## src/rtl/unified_buffer_mc.sv

```systemverilog
// rtl/unified_buffer_mc.sv - multi-lane scratch buffer with compacting write port and skewed row/column read port
module unified_buffer_mc #(
    parameter int DATA_W = 16,
    parameter int DEPTH  = 64,
    parameter int NUM_CH = 2,
    parameter int ADDR_W = $clog2(DEPTH)
) (
    input  logic                     clk,
    input  logic                     rst,
    input  logic                     wr_start_in,
    input  logic [ADDR_W-1:0]        wr_addr_in,
    input  logic [NUM_CH*DATA_W-1:0] wr_data_in,
    input  logic [NUM_CH-1:0]        wr_valid_in,
    input  logic                     rd_start_in,
    input  logic [ADDR_W-1:0]        rd_addr_in,
    input  logic [ADDR_W:0]          rd_len_in,
    input  logic                     rd_col_in,
    input  logic [ADDR_W-1:0]        rd_stride_in,
    output logic [NUM_CH*DATA_W-1:0] rd_data_out,
    output logic [NUM_CH-1:0]        rd_valid_out,
    output logic                     rd_busy_out,
    output logic                     rd_done_out
);

    // Wide enough for the longest skew window: ceil((2*DEPTH-1)/NUM_CH) + NUM_CH.
    localparam int CNT_W = $clog2(2 * DEPTH + NUM_CH) + 1;

    typedef enum logic {IDLE, ACTIVE} state_t;

    logic [DATA_W-1:0] mem [DEPTH];
    logic [ADDR_W-1:0] wr_ptr;
    logic [ADDR_W-1:0] wr_eff;
    logic [ADDR_W-1:0] wr_cnt;
    logic [ADDR_W-1:0] wr_lane_addr [NUM_CH];

    // Valid lanes are packed onto consecutive addresses in ascending lane order.
    always_comb begin
        wr_eff = wr_start_in ? wr_addr_in : wr_ptr;
        wr_cnt = '0;
        for (int c = 0; c < NUM_CH; c++) begin
            wr_lane_addr[c] = wr_eff + wr_cnt;
            if (wr_valid_in[c]) begin
                wr_cnt = wr_cnt + ADDR_W'(1);
            end
        end
    end

    always_ff @(posedge clk or posedge rst) begin
        if (rst) begin
            wr_ptr <= '0;
            for (int i = 0; i < DEPTH; i++) begin
                mem[i] <= '0;
            end
        end else begin
            for (int c = 0; c < NUM_CH; c++) begin
                if (wr_valid_in[c]) begin
                    mem[wr_lane_addr[c]] <= wr_data_in[c*DATA_W +: DATA_W];
                end
            end
            wr_ptr <= wr_eff + wr_cnt;
        end
    end

    state_t            state;
    logic [CNT_W-1:0]  t;
    logic [ADDR_W-1:0] base_l;
    logic [ADDR_W:0]   len_l;
    logic              col_l;
    logic [ADDR_W-1:0] stride_l;

    logic                     accept;
    logic [CNT_W-1:0]         sel_t;
    logic [ADDR_W-1:0]        sel_base;
    logic [ADDR_W:0]          sel_len;
    logic                     sel_col;
    logic [ADDR_W-1:0]        sel_stride;
    int                       sel_beats;
    int                       sel_last;
    logic [NUM_CH*DATA_W-1:0] nxt_data;
    logic [NUM_CH-1:0]        nxt_valid;

    // Outputs are registered, so the lane view is computed for the t about to be shown:
    // t=0 from the live inputs on acceptance, otherwise t+1 from the latched burst.
    always_comb begin
        int b;
        logic [ADDR_W-1:0] ra;
        b      = 0;
        ra     = '0;
        accept = (state == IDLE) && rd_start_in && (rd_len_in != '0);
        if (state == IDLE) begin
            sel_t      = '0;
            sel_base   = rd_addr_in;
            sel_len    = rd_len_in;
            sel_col    = rd_col_in;
            sel_stride = rd_stride_in;
        end else begin
            sel_t      = t + CNT_W'(1);
            sel_base   = base_l;
            sel_len    = len_l;
            sel_col    = col_l;
            sel_stride = stride_l;
        end
        sel_beats = (int'(sel_len) + NUM_CH - 1) / NUM_CH;
        sel_last  = sel_beats + NUM_CH - 2;
        nxt_data  = '0;
        nxt_valid = '0;
        for (int c = 0; c < NUM_CH; c++) begin
            b  = int'(sel_t) - c;
            ra = sel_col ? sel_base + ADDR_W'(c * int'(sel_stride)) + ADDR_W'(b)
                         : sel_base + ADDR_W'(b * NUM_CH + c);
            if (b >= 0 && b < sel_beats && (b * NUM_CH + c) < int'(sel_len)) begin
                nxt_valid[c]                  = 1'b1;
                nxt_data[c*DATA_W +: DATA_W] = mem[ra];
            end
        end
    end

    always_ff @(posedge clk or posedge rst) begin
        if (rst) begin
            state        <= IDLE;
            t            <= '0;
            base_l       <= '0;
            len_l        <= '0;
            col_l        <= 1'b0;
            stride_l     <= '0;
            rd_data_out  <= '0;
            rd_valid_out <= '0;
            rd_busy_out  <= 1'b0;
            rd_done_out  <= 1'b0;
        end else begin
            case (state)
                IDLE: begin
                    rd_done_out <= 1'b0;
                    if (accept) begin
                        state        <= ACTIVE;
                        t            <= '0;
                        base_l       <= rd_addr_in;
                        len_l        <= rd_len_in;
                        col_l        <= rd_col_in;
                        stride_l     <= rd_stride_in;
                        rd_data_out  <= nxt_data;
                        rd_valid_out <= nxt_valid;
                        rd_busy_out  <= 1'b1;
                        rd_done_out  <= (sel_last == 0);
                    end
                end
                ACTIVE: begin
                    if (int'(t) == sel_last) begin
                        state        <= IDLE;
                        rd_data_out  <= '0;
                        rd_valid_out <= '0;
                        rd_busy_out  <= 1'b0;
                        rd_done_out  <= 1'b0;
                    end else begin
                        t            <= sel_t;
                        rd_data_out  <= nxt_data;
                        rd_valid_out <= nxt_valid;
                        rd_done_out  <= (int'(sel_t) == sel_last);
                    end
                end
                default: state <= IDLE;
            endcase
        end
    end

endmodule
```

## config.mk

```make
export PLATFORM = sky130hd
export DESIGN_NAME = unified_buffer_mc
export DESIGN_NICKNAME = d
export VERILOG_FILES = /design/src/rtl/unified_buffer_mc.sv
export SDC_FILE = /design/constraint.sdc
export NUM_CORES = 2
export LEC_CHECK = 0
export ABC_AREA = 0
export BUFFER_PORTS_ARGS = -buffer_cell sky130_fd_sc_hd__buf_2
export CORE_MARGIN = 2
export CORE_UTILIZATION = 30
export CTS_CLUSTER_DIAMETER = 40
export DETAILED_ROUTE_END_ITERATION = 6
export PLACE_DENSITY = 0.48
export SYNTH_ARGS = -nofsm -noshare
export SYNTH_HDL_FRONTEND = slang
export SYNTH_SLANG_ARGS = --single-unit
```

## constraint.sdc

```tcl
create_clock -name clk -period 46.8 [get_ports clk]
set_input_delay 2.34 -clock clk [delete_from_list [all_inputs] [get_ports clk]]
set_output_delay 2.34 -clock clk [all_outputs]
set_load 0.02 [all_outputs]
```

==> results.txt <==
----------------------------------------------------
[Outcome]
  Status ... finished clean

[Detailed routing]
  Routed via count divided by cell count ... between 5 and 6
  Total routed wirelength ... 336.6 mm
  Total iterations of the first detailed-routing run ... 6
  Post-detailed-route count of antenna-violating nets ... 0
  Post-detailed-route DRC marker count ... 0
  Wire length per cell ... 30.71 µm
  Number of violations reported at the end of detailed-routing iteration 0 ... about 8,000
  Total number of vias ... 64,040

[Clock network]
  Clk sinks ... roughly 1,100
  TritonCTS Buffers ... roughly 220
  Clock transition time at the flip-flop clock pins of the worst setup and hold paths ... around 50 ps
  Post-cts repair resize count ... 0
  Clock Tree Root ... clkbuf_16
  H-tree levels ... 4
  Buffers inserted by post-CTS timing repair ... 0
  Number of hold-repair buffers added at the cts stage ... 0
  Maximum number of buffers from clock root to sink ... 3
  TritonCTS clock tree ... yes
  Clock latency reported for the late side of the worst-skew pair ... roughly 890 ps

[GRT]
  Largest net degree at the start of global routing ... approximately 150
  Wire length of the first global-routing pass ... 475.6 mm
  Number of antenna violations at the first check in global routing ... 10
  Global router's overall resource usage ... 0.2765
  Global route total overflow ... 0
  Number of global-route vias before repair ... about 60,000

[Worst setup path]
  CP startpoint kind ... input port
  Critical path's top delay family ... buffers and inverters
  Highest fanout seen on the critical path ... 120
  Delay contributed by the slowest stage of the critical path ... ~900 ps
  CP endpoint kind ... flop
  Slowest cell on crit path ... a211oi_1
  List of cells traversed by the critical path ... buf_2 -> mux2i_1 -> fa_1 -> inv_1 -> ha_1 -> inv_1 -> mux2i_4 -> buf_4 -> buf_12 -> buf_4 -> mux4_2 -> mux2i_1 -> o22ai_1 -> a211oi_1 -> a211oi_1
  Worst Path Buf+Inv ... 6
  Worst Setup Path Type ... input port to flop
  Critical path arrival ... around 8800 ps
  Worst R2R Path Depth ... 16
  Cell count along the critical path ... 15
  Required time at the worst-slack endpoint ... between 40,000 and 50,000 ps

[Layout]
  Storage element area ... about 27,000 µm²
  Post-route core utilization ... 0.3533
  Area grow syn2layout ... 16.92%
  Area of combinational cells with multiple inputs ... slightly above 40,000 µm²
  Net count, final ... about 7,700
  Share of cells above drive strength 1 ... 0.1540
  Count of filler cells inserted in the layout ... 23,630

[Synth]
  EDFF count, synth ... 0
  Synth Area in XOR/XNOR ... 0.005919
  Synthesized-area fraction occupied by ao, oa, aoi and oai cells ... 0.1150
  Number of warnings reported in the yosys synthesis log ... 0
  Leading post-synthesis cells by instance count ... 1,528 x nand2_1, 1,175 x mux2i_1, 1,096 x dfrtp_1
  Dominant cells by area after synthesis ... dfrtp_1 39%, mux2i_1 17%, mux4_2 8.7%, nand2_1 8.1%, a21oi_1 4.4%
  Library cell with the largest summed area after synthesis ... dfrtp_1
  Fraction of synthesized area in multiplexers ... 0.2615
  Unique masters post-synth ... a little under 70
  Syn nets ... around 8,000
  Main combinational cell family by area after synthesis ... multiplexers
  Most numerous cell in the Yosys netlist ... nand2_1
  Dominant register cell in the synthesized netlist ... dfrtp_1
  Instance count of the mapped netlist ... roughly 7,800
  Mapped Avg Cell Area ... ~9 µm²
  Share of synthesized cell area in and, or, nand and nor gates ... 0.1692
  Adder and majority gate portion of the synthesized area ... 0.01201
  Summed instance area of the synthesized netlist ... between 70,000 and 80,000 µm²
  Top cell type's share of synthesized area ... 0.3896
  Synth async-reset ratio ... 1.000
  Flop and latch count out of synthesis ... about 1,100
  Sequential-to-total area share from yosys stat ... 0.3896

[Floorplanning]
  Total number of placement rows ... 177
  Horizontal die dimension ... a little under 500 µm
  Count of boundary I/O pins ... 100
  Effective utilization at floorplan ... 0.3022
  Placeable Area ... approximately 230,000 µm²
  Area of the die ... between 200,000 and 250,000 µm²
  Die outline height ... between 400 and 500 µm

[Timing]
  Final critical-path required period ... ~8000 ps
  Max-slew violation count ... 0
  Final setup fails ... 0
  Final Cycle Share ... 0.1734
  Peak Freq ... approximately 120 MHz
  Worst Clk Skew ... ~50 ps
  Slew HR ... 0.07788
  Final hold slack ... 502.8 ps
  Setup_tns ... 0 ps
  Worst slew pin tran ... 1371 ps
  Number of hold violations in the final report ... 0
  RSZ-0062 raised after global routing ... no

[Worst hold path]
  Worst min-delay path class ... flop to flop
  Worst hold stages ... 1

[Flow run]
  Number of max-cap violations ... 0

[Placed design]
  Placer Congestion ... about 0.96
  Hpwl dp ... about 210 mm
  PortBufs ... 99

----------------------------------------------------
## cells by family (layout without fill, tap and decap cells)
kind of cell / count (synthesis) / after routing
AOI/OAI and AO/OA: 1450 / 1450
xor gates and xnor gates: 46 / 46
muxes: 1493 / 1493
buffers and inverters: 818 / 791
DFF: 1096 / 1096
and+or+nand+nor: 2880 / 2880
other: 0 / 9
adders and majority gates: 61 / 61
## metrics by stage
step	worst slack [ps]	cell area, µm²	instances
3_5_place_dp	38040	74220	10530
2_1_floorplan	13600	70400	7844
3_3_place_gp	38080	74220	10530
4_1_cts	38950	82280	10950
5_1_grt	38750	82290	10950
6_report	38680	82310	10960
## per-layer routing
| metal | up-vias | track usage | part of all wire |
|---|---|---|---|
| met5 | - | 0 | 0.00018 |
| met4 | 8 | 0.1600 | 0.066 |
| met3 | 880 | 0.07205 | 0.11 |
| met2 | 3894 | 0.4059 | 0.43 |
| met1 | 31890 | 0.3662 | 0.40 |
| li1 | 27370 | - | - |
## final timing paths
path | start | endpoint | slack (ps)
hold / removal | stride_l[0]$_DFFE_PP0P_ | stride_l[0]$_DFFE_PP0P_ | 500
setup / recovery | rd_addr_in[1] | rd_data_out[24]$_DFFE_PP0P_ | 38680
min in group asynchronous | rst | base_l[2]$_DFFE_PP0P_ | 1630
hold reg to reg | stride_l[0]$_DFFE_PP0P_ | stride_l[0]$_DFFE_PP0P_ | 500
setup reg to reg | state$_DFF_PP0_ | rd_data_out[24]$_DFFE_PP0P_ | 38900
max in group asynchronous | rst | mem[523]$_DFF_PP0_ | 40970
## cells in the final DEF, fill, tap and decap left out, types with 23 or more instances in the layout
master / instances
mux2_2: 41
bufinv_16: 33
ha_1: 50
xnor2_1: 31
nor2_2: 65
nand2_1: 1521
buf_4: 242
nand4_1: 56
a311oi_1: 25
buf_2: 83
inv_1: 37
nand3_1: 513
and3_1: 28
o21ai_0: 551
a32oi_1: 26
mux2i_1: 1169
inv_6: 25
clkbuf_8: 33
a21oi_1: 620
nor2_1: 546
dfrtp_1: 1095
mux4_2: 272
nor3_1: 28
nor2_4: 36
nor4_1: 24
a31oi_1: 28
o22ai_1: 34
clkinv_2: 37
clkinvlp_4: 23
a211oi_1: 34
clkbuf_16: 222
## final cells by class
cell class	instances	area share
inverter	39	0.001870
timing repair buffer	331	0.02858
multi-input combinational	5930	0.4905
clock inverter	149	0.02411
tap	3132	0.04761
antenna	9	0.0002736
sequential	1096	0.3332
clock buffer	272	0.07379
## flip-flops by register name, indices dropped and copies added (netlist names), 2 cells and up
signal        flops
len_l             7
rd_data_out      32
t                 9
base_l            6
rd_valid_out      2
wr_ptr            6
mem            1024
stride_l          6
Power is left out: the tool's default activity adds up to more than one toggle a clock period on the data nets, which glitch-free logic cannot reach.
